[src/rtl/encoder_4to2_pkg.sv]
// rtl/encoder_4to2_pkg.sv - shared types, widths and encode helpers for encoder_4to2
package encoder_4to2_pkg;

    localparam int ENC_W       = 2;
    localparam int ERR_CNT_W   = 8;
    localparam int ERR_CNT_MAX = 255;

    typedef enum logic [1:0] {
        EMPTY  = 2'd0,
        ACTIVE = 2'd1,
        FULL   = 2'd2
    } enc_state_t;

    // Priority encode: the highest asserted line wins when several are high.
    function automatic logic [ENC_W-1:0] highest_index(input logic [3:0] lines);
        logic [ENC_W-1:0] idx;
        idx = '0;
        for (int k = 0; k < 4; k++) begin
            if (lines[k]) begin
                idx = ENC_W'(k);
            end
        end
        return idx;
    endfunction

    function automatic logic is_one_hot(input logic [3:0] lines);
        return (lines != 4'b0000) && ((lines & (lines - 4'd1)) == 4'b0000);
    endfunction

endpackage

[src/rtl/encoder_4to2_enc_fifo.sv]
// rtl/encoder_4to2_enc_fifo.sv - encoded-index FIFO storage, pointers and occupancy
module enc_fifo
    import encoder_4to2_pkg::*;
#(
    parameter int DEPTH = 2,
    parameter int W     = ENC_W
) (
    input  logic                     clk,
    input  logic                     rst_n,
    input  logic                     push,
    input  logic                     pop,
    input  logic [W-1:0]             wdata,
    output logic [W-1:0]             rdata,
    output logic [$clog2(DEPTH):0]   count
);

    localparam int AW = $clog2(DEPTH);
    localparam int CW = AW + 1;

    logic [W-1:0]  mem [DEPTH];
    logic [AW-1:0] wr_ptr;
    logic [AW-1:0] rd_ptr;

    // Storage is cleared on reset so the head reads as zero until the first push.
    always_ff @(posedge clk) begin
        if (!rst_n) begin
            for (int i = 0; i < DEPTH; i++) begin
                mem[i] <= '0;
            end
            wr_ptr <= '0;
            rd_ptr <= '0;
            count  <= '0;
        end else begin
            if (push) begin
                mem[wr_ptr] <= wdata;
                wr_ptr      <= wr_ptr + AW'(1);
            end
            if (pop) begin
                rd_ptr <= rd_ptr + AW'(1);
            end
            case ({push, pop})
                2'b10:   count <= count + CW'(1);
                2'b01:   count <= count - CW'(1);
                default: count <= count;
            endcase
        end
    end

    assign rdata = mem[rd_ptr];

endmodule

[src/rtl/encoder_4to2.sv]
// rtl/encoder_4to2.sv - 4-to-2 request encoder with error counting and output FIFO
module encoder_4to2
    import encoder_4to2_pkg::*;
#(
    parameter int DEPTH = 2
) (
    input  logic                 clk,
    input  logic                 rst_n,
    input  logic                 enc_in_0,
    input  logic                 enc_in_1,
    input  logic                 enc_in_2,
    input  logic                 enc_in_3,
    input  logic                 in_valid,
    output logic                 in_ready,
    output logic [ENC_W-1:0]     enc_out,
    output logic                 out_valid,
    input  logic                 out_ready,
    output logic                 err,
    output logic [ERR_CNT_W-1:0] err_cnt
);

    localparam int CW = $clog2(DEPTH) + 1;

    enc_state_t       state;
    logic [3:0]       lines;
    logic             accept;
    logic             push;
    logic             pop;
    logic             bad;
    logic             full;
    logic [CW-1:0]    count;
    logic [ENC_W-1:0] head;

    assign lines  = {enc_in_3, enc_in_2, enc_in_1, enc_in_0};
    assign full   = (state == FULL);

    // Gating with rst_n keeps the input side closed during reset cycles.
    assign in_ready = rst_n && (!full || out_ready);
    assign accept   = in_valid && in_ready;
    assign pop      = out_valid && out_ready;
    assign push     = accept && (lines != 4'b0000);
    assign bad      = accept && !is_one_hot(lines);

    enc_fifo #(
        .DEPTH (DEPTH),
        .W     (ENC_W)
    ) u_fifo (
        .clk   (clk),
        .rst_n (rst_n),
        .push  (push),
        .pop   (pop),
        .wdata (highest_index(lines)),
        .rdata (head),
        .count (count)
    );

    always_ff @(posedge clk) begin
        if (!rst_n) begin
            state <= EMPTY;
        end else begin
            case (state)
                EMPTY: begin
                    if (push) begin
                        state <= ACTIVE;
                    end
                end
                ACTIVE: begin
                    if (push && !pop && count == CW'(DEPTH - 1)) begin
                        state <= FULL;
                    end else if (pop && !push && count == CW'(1)) begin
                        state <= EMPTY;
                    end
                end
                FULL: begin
                    if (pop && !push) begin
                        state <= ACTIVE;
                    end
                end
                default: state <= EMPTY;
            endcase
        end
    end

    assign out_valid = (state != EMPTY);
    assign enc_out   = head;

    always_ff @(posedge clk) begin
        if (!rst_n) begin
            err     <= 1'b0;
            err_cnt <= '0;
        end else begin
            err <= bad;
            if (bad && err_cnt != ERR_CNT_W'(ERR_CNT_MAX)) begin
                err_cnt <= err_cnt + ERR_CNT_W'(1);
            end
        end
    end

endmodule

[config.mk]
export PLATFORM = sky130hd
export DESIGN_NAME = encoder_4to2
export DESIGN_NICKNAME = d
export VERILOG_FILES = /design/src/rtl/encoder_4to2_pkg.sv /design/src/rtl/encoder_4to2_enc_fifo.sv /design/src/rtl/encoder_4to2.sv
export SDC_FILE = /design/constraint.sdc
export NUM_CORES = 1
export LEC_CHECK = 0
export ABC_AREA = 1
export BUFFER_PORTS_ARGS = -buffer_cell sky130_fd_sc_hd__buf_4
export CAP_MARGIN = 20
export CORE_ASPECT_RATIO = 0.75
export CORE_MARGIN = 3
export CORE_UTILIZATION = 40
export DETAILED_ROUTE_END_ITERATION = 7
export GPL_ROUTABILITY_DRIVEN = 0
export PLACE_DENSITY = 0.69
export REMOVE_ABC_BUFFERS = 1
export SLEW_MARGIN = 10
export SYNTH_ARGS = -nofsm -noshare
export SYNTH_HDL_FRONTEND = slang
export SYNTH_HIERARCHICAL = 1
export SYNTH_SLANG_ARGS = --single-unit
[constraint.sdc]
create_clock -name clk -period 3.12 [get_ports clk]
set_input_delay 0.624 -clock clk [delete_from_list [all_inputs] [get_ports clk]]
set_output_delay 0.624 -clock clk [all_outputs]
set_load 0.01 [all_outputs]
; Word level (Yosys, flattened, before mapping)
; Memories as Yosys holds them, arrays and structs flattened. A register that Yosys moved wholly into a read port is not among the register bits.
; Cells that the tools add are included.
[word_totals]
ff_bits = 15
mem_bits_rw = 4
in_bits = 8
output_inout_bits = 13
elab_cells = 64
mem_count = 1
[classes]
addsub = 6
eq_ne = 9
mux = 18
n_bitwise = 1
n_reduce_logical = 23
[mem_list]
columns = memory, words, word_bits, read_ports, rd_ports_with_merged_regs, wr, line_no
row1 = u_fifo.mem, 2, 2, 1, 1, 2, encoder_4to2_enc_fifo.sv:20  ; logic [W-1:0] mem [DEPTH];
[ops]
columns = cell, count
row1 = $mux W2, 7
row2 = $logic_and A1 B1 Y1, 11
row3 = $mux W1, 9
row4 = $add A8 B1 Y8 const B, 1
row5 = $ne A8 B8 Y1 const B, 1
row6 = $eq A2 B1 Y1 const B, 3
row7 = $pmux W2 S3, 1
row8 = $and A4 B4 Y4, 1
row9 = $eq A2 B2 Y1 const B, 2
row10 = $logic_not A1 Y1, 4
row11 = $logic_not A4 Y1, 1
row12 = $pmux W2 S2, 1
row13 = $reduce_bool A2 Y1, 2
row14 = $reduce_bool A4 Y1, 1
row15 = $sub A4 B1 Y4 const B, 1
row16 = $ne A3 B3 Y1 const B, 1
row17 = $reduce_and A3 Y1, 1
row18 = $add A1 B1 Y1 const B, 2
row19 = $add A2 B1 Y2 const B, 1
row20 = $logic_not A2 Y1, 1
row21 = $ne A2 B1 Y1 const B, 1
row22 = $ne A2 B2 Y1 const B, 1
row23 = $reduce_or A2 Y1, 1
row24 = $sub A2 B1 Y2 const B, 1
row25 = $logic_or A1 B1 Y1, 1

; Longest topological paths before layout
; Gate-level depths: netlist of run 1.
[logic_depth]
word_depth = 12
mapped_depth = 11
ltp_nobuf = 11

; By module
; Netlist of run 1, hierarchy kept.
[modules_own_cells]
columns = mod, instances, cells_per_inst, area_each_um2, seq_area_each_um2
row1 = encoder_4to2, 1, 104, 725.7, 220.2
row2 = enc_fifo, 1, 46, 404.1, 220.2

; Worst setup path before layout of run 1
; No wires, ideal clock.
[synth_timing]
path_kind = input-to-reg
startpoint = in out_ready
endpoint = reg u_fifo.count[1]
setup_time_ns = 0.064
arrival_time_ns = 1.725
required_ns = 3.056
setup_slack_ns = 1.331
path_stages = 11
path_buffers = 0
cell_sequence = inv_1 > nand3_2 > nand3_2 > nor2_2 > inv_2 > ha_1 > inv_1 > nand2_1 > nor2_1 > nor2_1 > nor2_1
[synth_between]
elab_chain_len = 6
word_cells_on_any_way = 9
cone_classes = 2 x eq/ne / 1 x mux / 6 x reduce/logical
[synth_lines]
columns = item, line_no
row1 = "start, declared", encoder_4to2.sv:17  ; input logic out_ready,
row2 = $logic_or A1 B1 Y1 *, encoder_4to2.sv:38  ; assign in_ready = rst_n && (!full || out_ready);
row3 = $logic_and A1 B1 Y1 *, encoder_4to2.sv:38
row4 = $logic_and A1 B1 Y1 *, encoder_4to2.sv:39  ; assign accept = in_valid && in_ready;
row5 = $logic_and A1 B1 Y1 *, encoder_4to2.sv:41  ; assign push = accept && (lines != 4'b0000);
row6 = via push, encoder_4to2.sv:27  ; logic push;
row7 = $eq A2 B1 Y1 / $eq A2 B2 Y1 (equally long branches), encoder_4to2_enc_fifo.sv:41  ; case ({push, pop})
row8 = $pmux W2 S2 / $reduce_bool A2 Y1 (equally long branches), --
row9 = "end signal, assigned", encoder_4to2_enc_fifo.sv:42  ; 2'b10: count <= count + CW'(1);
row10 = "end signal, assigned", encoder_4to2_enc_fifo.sv:43  ; 2'b01: count <= count - CW'(1);
row11 = "end signal, assigned", encoder_4to2_enc_fifo.sv:44  ; default: count <= count;
row12 = "end, declared", encoder_4to2_enc_fifo.sv:14  ; output logic [$clog2(DEPTH):0] count
; The timed path passes the listed nets; every way through them passes the cells marked *.
; A chain may end at the register's enable or synchronous reset.

; Worst setup path after layout of run 1
[layout_timing]
startpoint = in out_ready
endpoint = out in_ready
[layout_between]
elab_chain_len = 2
[layout_lines]
columns = item, line_no
row1 = $logic_or A1 B1 Y1, encoder_4to2.sv:38
row2 = $logic_and A1 B1 Y1, encoder_4to2.sv:38
row3 = "end, declared", encoder_4to2.sv:14  ; output logic in_ready,
; Every way passes these cells.

==> results.ini, run 1 <==
[logic_synthesis]
yosysWarnings = 6
ys_seq_area_share_pct = 39.0
syn_inst = 150
yosysTopAreaCellShare_pct = 28.3
synth.most_common_cell = nand2_1
ys.flop_type = dfxtp_1
synth_area_leaders = dfxtp_1 (28%), nand2_1 (11%), edfxtp_1 (11%), nor2_1 (7.3%), inv_1 (5.6%)
async_reset_ff_share_pct = 0
synth_cell_type_count = 30
yosys.area_share.adder_pct = 2.21
netlist_area_sq_um = 1130
synth_top_family_by_area = simple AND/OR/NAND/NOR gates
synthXorXnorAreaFrac_pct = 2.33
syn_avg_cell_area_sq_um = 7.53
synthTopCellsByCount = nand2_1 (33), nor2_1 (22), inv_1 (17)
synth-compound-area-share_pct = 8.42
synthSimpleGateAreaFrac_pct = 37.8
synth_edf_count = 4
synth_largest_area_cell = dfxtp_1
synth_mux_area_share_pct = 1.99
ys_ff_latch = 20

[sta]
finalHoldViolations = 0
fin_skew_ps = 6.00
min_period_ps = 1800
setup_tns_ps = 0
drv_slew = 0
finalCritPeriodShare_pct = 57.8
worstMarginPinSlew_ps = 308
rsz0062_at_grt = false
slew_headroom_pct = 79.5
setup_violations = 0
fmax_ghz = 0.555

[setup_path]
worst-path-stages = 6
cpLargestDelayFamily = buffers and inverters
setup.worst_path.start_class = input port
cp_num_buf_inv = 4
cp.required_ps = 2500
reg2regPathDepth = 11
reg2reg_from = state[0]
path_cells = buf_4 -> inv_1 -> nand3_2 -> nand2_1 -> inv_1 -> buf_4
criticalPathCategory = in2out
cp_slowest_stage_delay_ps = 130
endpoint = in_ready
rrSetupSlack_ps = 1460
cp.arrival_ps = 1180
cp-end-kind = output port
cp_max_fo = 3
reg2reg_to = u_fifo/count[1]
cp-startpoint = out_ready
cpMaxStageDelayCell = buf_4

[die]
row_count = 16
start_util_pct = 42.8
design.die.area_sq_um = 3500
ioPinCount = 21
die_h_microns = 52.0
core_region_area_sq_um = 2640
die-width_microns = 67.4

[finish]
syn_to_final_growth_pct = 21.9
utilization_pct = 52.1
fin_cells = 208
diodes = 0
nets = 183
drive_gt1_share_pct = 24.4

[placed_design]
place_hpwl_microns = 1810
placed_cells = 204
portBuffers = 20

[global_routing]
grt_pass1_vias = 947
gr-total-overflow = 0
gr-usage-all-layers_pct = 15.4
grt_pass1_wl_microns = 4060
antenna_found_initial = 0
grt_max_degree = 16

[power_and_ir_drop]
vdd.ir_drop.worst_mv = 0.316
power_density_nw_per_um2 = 450
p_total_uw = 620
p_leak_nw = 0.640

[cts]
cts_tree = yes
hold_buffers = 0
cts.repair.resized = 0
cts_buffers = 3
cts_buffer_depth = 2
cts-root-buf = clkbuf_8
cts.sinks = 20
path_clk_slew_ps = 70
htree_levels = 1
post_cts_buffers = 0
clkLatencyLatePin_ps = 260

[routing]
num_vias = 1018
drtAntennaViolNets = 0
wl_per_cell_microns = 11.2
routed_wirelength_microns = 2330
first_pass_iters = 4
drcViolationCount = 0
viasPerCell = 4.89
drt_iter0_drc = 56

[run_status]
status = complete, no violations

[worst_hold_path]
hp-class = reg2reg

[run]
cap_violations = 0

power by group:
part           internal, mW  leakage [nW]  switching [mW]  total (mW)
logic                0.0332         0.432          0.0486      0.0818
registers             0.275         0.172         0.00766       0.282
clock network         0.171        0.0357          0.0847       0.256
layout make-up:
type | instances | area (sq um)
Clock buffer | 3 | 41.3
Inverter | 20 | 75.1
Tap cell | 36 | 45.0
Sequential cell | 20 | 440
Clock inverter | 1 | 30.0
Multi-Input combinational cell | 108 | 596
Fill cell | 257 | 1260
Timing Repair Buffer | 20 | 150
per-layer routing:
metal	up-vias	wire (microns)	global-route usage (%)	part of all wire [%]
li1	534	-	-	-
met1	467	1140	20.3	49
met2	12	1080	24.1	46
met3	5	78	3.89	3.3
met4	0	42	6.06	1.8
met5	-	0	0	0
logic make-up (layout without fill, tap and decap cells):
kind of cell    count (synthesis)  count (layout)
simple gates                   85              85
compound gates                 16              16
buf+inv                        22              44
flops                          20              20
fa+ha+maj                       2               2
mux                             2               2
xor+xnor                        3               3
layout by cell type, fill, tap and decap left out, drive strengths merged:
master / n
nor3b: 1
a21boi: 1
nand4: 5
xnor2: 1
o21ai: 2
a21oi: 10
edfxtp: 4
clkbuf: 3
nor3: 2
dfxtp: 16
o21bai: 1
inv: 20
a31oi: 2
nand3b: 1
nor2: 25
nand2: 36
xor2: 2
nand3: 15
ha: 2
mux2: 2
bufinv: 1
buf: 20
how the worst min path moves through the flow:
stage | endpoint | from | cells past startpoint
global route | err_cnt[6] | err_cnt[6] | 2
global placement | err_cnt[6] | err_cnt[6] | 2
detailed placement | err_cnt[6] | err_cnt[6] | 2
floorplan | flop | u_fifo/rd_ptr | 2
finish | err_cnt[6] | err_cnt[6] | 2
CTS | err_cnt[6] | err_cnt[6] | 2
stage by stage:
stage | hold slack, ps | setup WS [ps] | area (sq um)
floorplan | 466 | 1330 | 1110
global placement | 469 | 1170 | 1310
detailed placement | 481 | 1110 | 1310
CTS | 491 | 1310 | 1380
global route | 527 | 1210 | 1380
finish | 492 | 1320 | 1380
state kept, by name, summed over array words and instances (netlist names), named ones only:
register       cells
u_fifo/rd_ptr      1
err_cnt            8
state              2
u_fifo/mem         4
err                1
u_fifo/count       2
u_fifo/wr_ptr      1
worst min-delay path, stage by stage, from the launching register on:
cell and delay (ps):
dfxtp_1 320, nand2_1 70, a21oi_1 60
Note: power is estimated with default switching activity, not from simulation.
==> run 2, diff against run 1 <==
--- a/config.mk
+++ b/config.mk
@@ -13,7 +13,7 @@
 export CORE_UTILIZATION = 40
 export DETAILED_ROUTE_END_ITERATION = 7
 export GPL_ROUTABILITY_DRIVEN = 0
-export PLACE_DENSITY = 0.69
+export PLACE_DENSITY = 0.71
 export REMOVE_ABC_BUFFERS = 1
 export SLEW_MARGIN = 10
 export SYNTH_ARGS = -nofsm -noshare
==> constraint.sdc (replaced) <==
create_clock -name clk -period 1.5 [get_ports clk]
set_input_delay 0.3 -clock clk [delete_from_list [all_inputs] [get_ports clk]]
set_output_delay 0.3 -clock clk [all_outputs]
set_load 0.01 [all_outputs]
==> run 2 against run 1 <==
  * Sequential share of layout area fell by 2.7 points
  * Die area did not move
  * Setup slack got worse by 1200 ps
  * Final cell count rose by 6.7%
  * Clock skew rose by 2.3 ps
==> results.ini, run 2 (same netlist as run 1, synthesis figures left out) <==
[setup_path]
cp-end-kind = output port
setup.worst_path.start_class = flop
criticalPathCategory = reg2out
cp_slowest_stage_delay_ps = 330  ; +200 ps
cp_max_fo = 4  ; +1
path_cells = inv_2 -> nand3_2 -> buf_4 -> nand2_1 -> inv_1 -> buf_4
cp.required_ps = 1200  ; -1300 ps
cp.arrival_ps = 1130  ; -50 ps
cpMaxStageDelayCell = dfxtp_2
cpMostUsedCell = buf_4

[cts]
cts-root-buf = clkbuf_8
cts_buffer_depth = 2  ; unchanged
cts_buffers = 3  ; unchanged
path_clk_slew_ps = 70  ; about the same
htree_levels = 1  ; unchanged
cts_tree = yes
clkLatencyLatePin_ps = 260  ; about the same
cts.sinks = 20  ; unchanged

[placed_design]
portBuffers = 20  ; unchanged
place_hpwl_microns = 1930  ; +6.2%
pre_cts_ws_ps = 3.24  ; -1110 ps
post_dp_cell_area_sq_um = 1370  ; +5.2%
placed_cells = 213  ; +4.4%

[sta]
slew_headroom_pct = 78.9  ; -0.54 points
worstMarginPinSlew_ps = 316  ; +8.38 ps
setup_violations = 0  ; unchanged
setup_tns_ps = 0  ; unchanged
finalHoldViolations = 0  ; unchanged
fin_skew_ps = 8.27  ; +2.27 ps
fmax_ghz = 0.701
drv_slew = 0  ; unchanged
finalCritPeriodShare_pct = 95.1
min_period_ps = 1430
setup_ws_ps = 74.0  ; -1240 ps
rsz0062_at_grt = true
hold_slack_ps = 436  ; -56.2 ps

[routing]
wl_per_cell_microns = 11.8  ; +5.5%
num_vias = 1094  ; +7.5%
first_pass_iters = 4  ; unchanged
drcViolationCount = 0  ; unchanged
drt_iter0_drc = 67  ; +20%
viasPerCell = 4.93  ; +0.69%
routed_wirelength_microns = 2630  ; +13%
drtAntennaViolNets = 0  ; unchanged

[power_and_ir_drop]
clockPowerShare_pct = 40.5  ; -0.8 points
power_density_nw_per_um2 = 871  ; +93%
p_int_mw = 1.01  ; +110%
vdd.ir_drop.worst_mv = 0.834  ; +160%
power_switching_share_pct = 22.9  ; +0.14 points
p_total_mw = 1.31  ; +110%
p_leak_nw = 0.710  ; +11%
power_frac_seq_pct = 44.7  ; -0.8 points
p_comb_share_pct = 14.8  ; +1.6 points
p_sw_uw = 301  ; +110%

[finish]
final_cell_mix = buf_4 (34), nand2_1 (33), nor2_1 (22)
largest_reg_flops = 8  ; unchanged
utilization_pct = 57.1  ; +5.0 points
fin_cells = 222  ; +6.7%
ff_latch_area_sq_um = 442  ; +0.28%
fillers = 259  ; +0.78%
multiInputGateArea_sq_um = 621  ; +4.2%
syn_to_final_growth_pct = 33.6
diodes = 0  ; unchanged
final_area_sq_um = 1510  ; +9.5%
top_regs = err_cnt x8, u_fifo/mem x4
final_common_cell = buf_4
regMostFlops = err_cnt
nets = 197  ; +7.7%
drive_gt1_share_pct = 31.2  ; +6.8 points

[run_status]
status = complete, no violations

[die]
ioPinCount = 21  ; unchanged
row_count = 16  ; unchanged
core_region_area_sq_um = 2640  ; unchanged
design.die.area_sq_um = 3500  ; unchanged
die_h_microns = 52.0  ; unchanged
start_util_pct = 42.8  ; unchanged
die-width_microns = 67.4  ; unchanged

[run]
cap_violations = 0  ; unchanged

[global_routing]
grt_pass1_vias = 1011  ; +6.8%
antenna_found_initial = 0  ; unchanged
grt_pass1_wl_microns = 4380  ; +8.0%
gr-usage-all-layers_pct = 16.8  ; +1.4 points
grt_max_degree = 15  ; -1
gr-total-overflow = 0  ; unchanged

[worst_hold_path]
hp-class = in2reg

==> run 2: critical path, delay by kind of cell, from the launching register on <==
kind	cells	cell delay, ps
buffers and inverters	4	410
DFF	1	330
and+or+nand+nor	2	130
==> run 2: power groups by stage <==
| stage | clock network (mW) | registers [mW] | logic [mW] |
|---|---|---|---|
| 3_5_place_dp | 0 | 0.599 | 0.180 |
| 5_1_grt | 0.566 | 0.590 | 0.216 |
| 2_1_floorplan | 0 | 0.598 | 0.105 |
| 4_1_cts | 0.543 | 0.587 | 0.180 |
| 3_3_place_gp | 0 | 0.598 | 0.173 |
| 6_report | 0.532 | 0.588 | 0.194 |
==> run 2: worst paths after layout <==
kind | start | to | slack, ps | cells after the start
hold reg to reg | u_fifo/wr_ptr | u_fifo/wr_ptr | 510 | 2
setup reg to reg | state[0] | u_fifo/mem[0][0] | 110 | 9
setup / recovery | state[0] | in_ready | 70 | 6
hold / removal | out_ready | state[1] | 440 | 4
==> run 2: area by class of cell <==
| cell class | instances | share of cell area, % |
|---|---|---|
| clock buffers | 3 | 2.74 |
| clock inverters | 1 | 1.99 |
| inverters | 20 | 4.98 |
| multi-input cells | 108 | 41.1 |
| flip-flops and latches | 20 | 29.3 |
| well taps | 36 | 2.99 |
| repair buffers | 34 | 16.9 |
==> run 2: repair_timing <==
item | CTS | global route
hold buffers | 0 | 0
gates resized for setup | 0 | 4
setup buffers | 0 | 5
endpoints found under the setup margin | 0 | 8
hold endpoints to repair | 0 | 0
==> run 2: layer usage <==
metal  routed length (microns)  GRT usage (%)  vias up
li1                          -              -      562
met1                      1230           21.8      509
met2                      1270           26.8       19
met3                        92           4.54        4
met4                        34           6.06        0
met5                         0              0        -
==> run 3, diff against run 2 <==
--- a/config.mk
+++ b/config.mk
@@ -14,8 +14,9 @@
 export DETAILED_ROUTE_END_ITERATION = 7
 export GPL_ROUTABILITY_DRIVEN = 0
 export PLACE_DENSITY = 0.71
+export RECOVER_POWER = 50
 export REMOVE_ABC_BUFFERS = 1
-export SLEW_MARGIN = 10
+export SLEW_MARGIN = 20
 export SYNTH_ARGS = -nofsm -noshare
 export SYNTH_HDL_FRONTEND = slang
 export SYNTH_HIERARCHICAL = 1
==> run 3 against run 2 <==
  * Non-clock buffer count is the same
  * Critical endpoint unchanged
  * Combinational power is essentially flat
  * Core utilization shrank 0.85 points
  * Clock skew grew 0.54 ps
  * Count of clock-buffer cells in the layout is the same
  * Flip-flop and latch count is the same
  * Critical path type unchanged
  * Final cell count is the same
  * Setup slack lost 0.77 ps
  * Design area shrank 1.5%
  * Wire length shrank 0.30%
  * Die area is the same
  * Sequential power is essentially flat
==> results.ini, run 3 (same netlist as run 1, synthesis figures left out) <==
[run_status]
status = complete, no violations

[routing]
drtAntennaViolNets = 0  ; unchanged
num_vias = 1078  ; -1.5%
drcViolationCount = 0  ; unchanged
drt_iter0_drc = 58  ; -13%
viasPerCell = 4.86  ; -1.5%
wl_per_cell_microns = 11.8  ; -0.30%
routed_wirelength_microns = 2620  ; -0.30%
first_pass_iters = 4  ; unchanged

[sta]
min_period_ps = 1430  ; +0.773 ps
fin_skew_ps = 8.82  ; +0.545 ps
drv_slew = 0  ; unchanged
rsz0062_at_grt = true
setup_violations = 0  ; unchanged
fmax_ghz = 0.701  ; about the same
finalCritPeriodShare_pct = 95.1  ; about the same
worstMarginPinSlew_ps = 309  ; -6.78 ps
finalHoldViolations = 0  ; unchanged
hold_slack_ps = 436  ; +0.295 ps
slew_headroom_pct = 79.4  ; +0.45 points

[finish]
largest_reg_flops = 8  ; unchanged
nets = 197  ; unchanged
fin_cells = 222  ; unchanged
final_common_cell = nand2_1
syn_to_final_growth_pct = 31.6
drive_gt1_share_pct = 28.0  ; -3.2 points
fillers = 266  ; +2.7%
diodes = 0  ; unchanged
top_regs = err_cnt x8, u_fifo/mem x4
utilization_pct = 56.3  ; -0.85 points
regMostFlops = err_cnt
final_cell_mix = nand2_1 (33), buf_4 (28), nor2_1 (22)

[run]
cap_violations = 0  ; unchanged

[cts]
cts_buffers = 3  ; unchanged
cts_tree = yes
clkLatencyLatePin_ps = 260  ; about the same
htree_levels = 1  ; unchanged
cts.sinks = 20  ; unchanged
cts-root-buf = clkbuf_8
path_clk_slew_ps = 70  ; about the same
cts_buffer_depth = 2  ; unchanged

[global_routing]
gr-total-overflow = 0  ; unchanged
grt_pass1_vias = 1011  ; unchanged
grt_max_degree = 15  ; unchanged
grt_pass1_wl_microns = 4380  ; unchanged
antenna_found_initial = 0  ; unchanged
gr-usage-all-layers_pct = 16.8  ; unchanged

[setup_path]
rrSetupSlack_ps = 110  ; about the same
cp_max_fo = 4  ; unchanged
cp-end-kind = output port
cp.required_ps = 1200  ; about the same
setup.worst_path.start_class = flop
criticalPathCategory = reg2out
cp.arrival_ps = 1130  ; about the same

[power_and_ir_drop]
p_leak_nw = 0.685  ; -3.5%
vdd.ir_drop.worst_mv = 0.821  ; -1.6%
p_total_mw = 1.31  ; -0.15%
power_density_nw_per_um2 = 882  ; +1.4%

[die]
die-width_microns = 67.4  ; unchanged
design.die.area_sq_um = 3500  ; unchanged
core_region_area_sq_um = 2640  ; unchanged
die_h_microns = 52.0  ; unchanged
start_util_pct = 42.8  ; unchanged
row_count = 16  ; unchanged
ioPinCount = 21  ; unchanged

[placed_design]
place_hpwl_microns = 1930  ; unchanged
placed_cells = 213  ; unchanged
portBuffers = 20  ; unchanged

[worst_hold_path]
hp-class = in2reg

[run 3: cell types whose count changed in the layout (fill, tap and decap cells not counted)]
| cell | delta |
|---|---|
| buf_4 | -6 |
| clkbuf_1 | +6 |
[run 3: layer usage]
layer / up-vias / GRT usage (%) / routed length (microns)
met3: 4 / 4.54 / 94
met1: 497 / 21.8 / 1240
met2: 17 / 26.8 / 1250
met4: 0 / 6.06 / 34
met5: - / 0 / 0
li1: 560 / - / -
[run 3: path summary, 6_finish.rpt]
kind / startpoint / cells past startpoint / to
setup / recovery: state[0] / 6 / in_ready
hold / removal: out_ready / 4 / state[1]
setup reg to reg: state[0] / 9 / u_fifo/mem[0][0]
hold reg to reg: u_fifo/wr_ptr / 2 / u_fifo/wr_ptr
[run 3: layout make-up]
type | instances | area (sq um) | area share [%]
repair buffers | 34 | 233 | 15.7
flip-flops and latches | 20 | 442 | 29.7
clock inverters | 1 | 30.0 | 2.02
clock buffers | 3 | 41.3 | 2.78
multi-input cells | 108 | 621 | 41.8
inverters | 20 | 75.1 | 5.05
well taps | 36 | 45.0 | 3.03
[run 3: where the power goes]
group / switching, mW / internal, mW / leakage [nW]
sequential: 0.0160 / 0.572 / 0.172
combinational: 0.109 / 0.0816 / 0.477
clock: 0.177 / 0.356 / 0.0357
[run 3: per-stage QoR]
step                setup slack (ps)  TNS, ps  cell area (sq um)
floorplan                      -6.75    -6.75               1110
global placement                48.1        0               1370
detailed placement              3.24        0               1370
CTS                             36.3        0               1450
global route                   -21.4    -46.7               1490
finish                          73.3        0               1490
[run 3: critical path, cell delays in order (launching register included)]
cell	delay, ps
dfxtp_2	330
inv_2	100
nand3_2	80
buf_4	140
nand2_1	50
inv_1	40
buf_4	130
[run 3: what timing repair did]
action                                  in CTS  in global routing
setup buffers                                0                  5
endpoints found under the setup margin       0                  8
gates resized for setup                      0                  4
hold buffers                                 0                  0
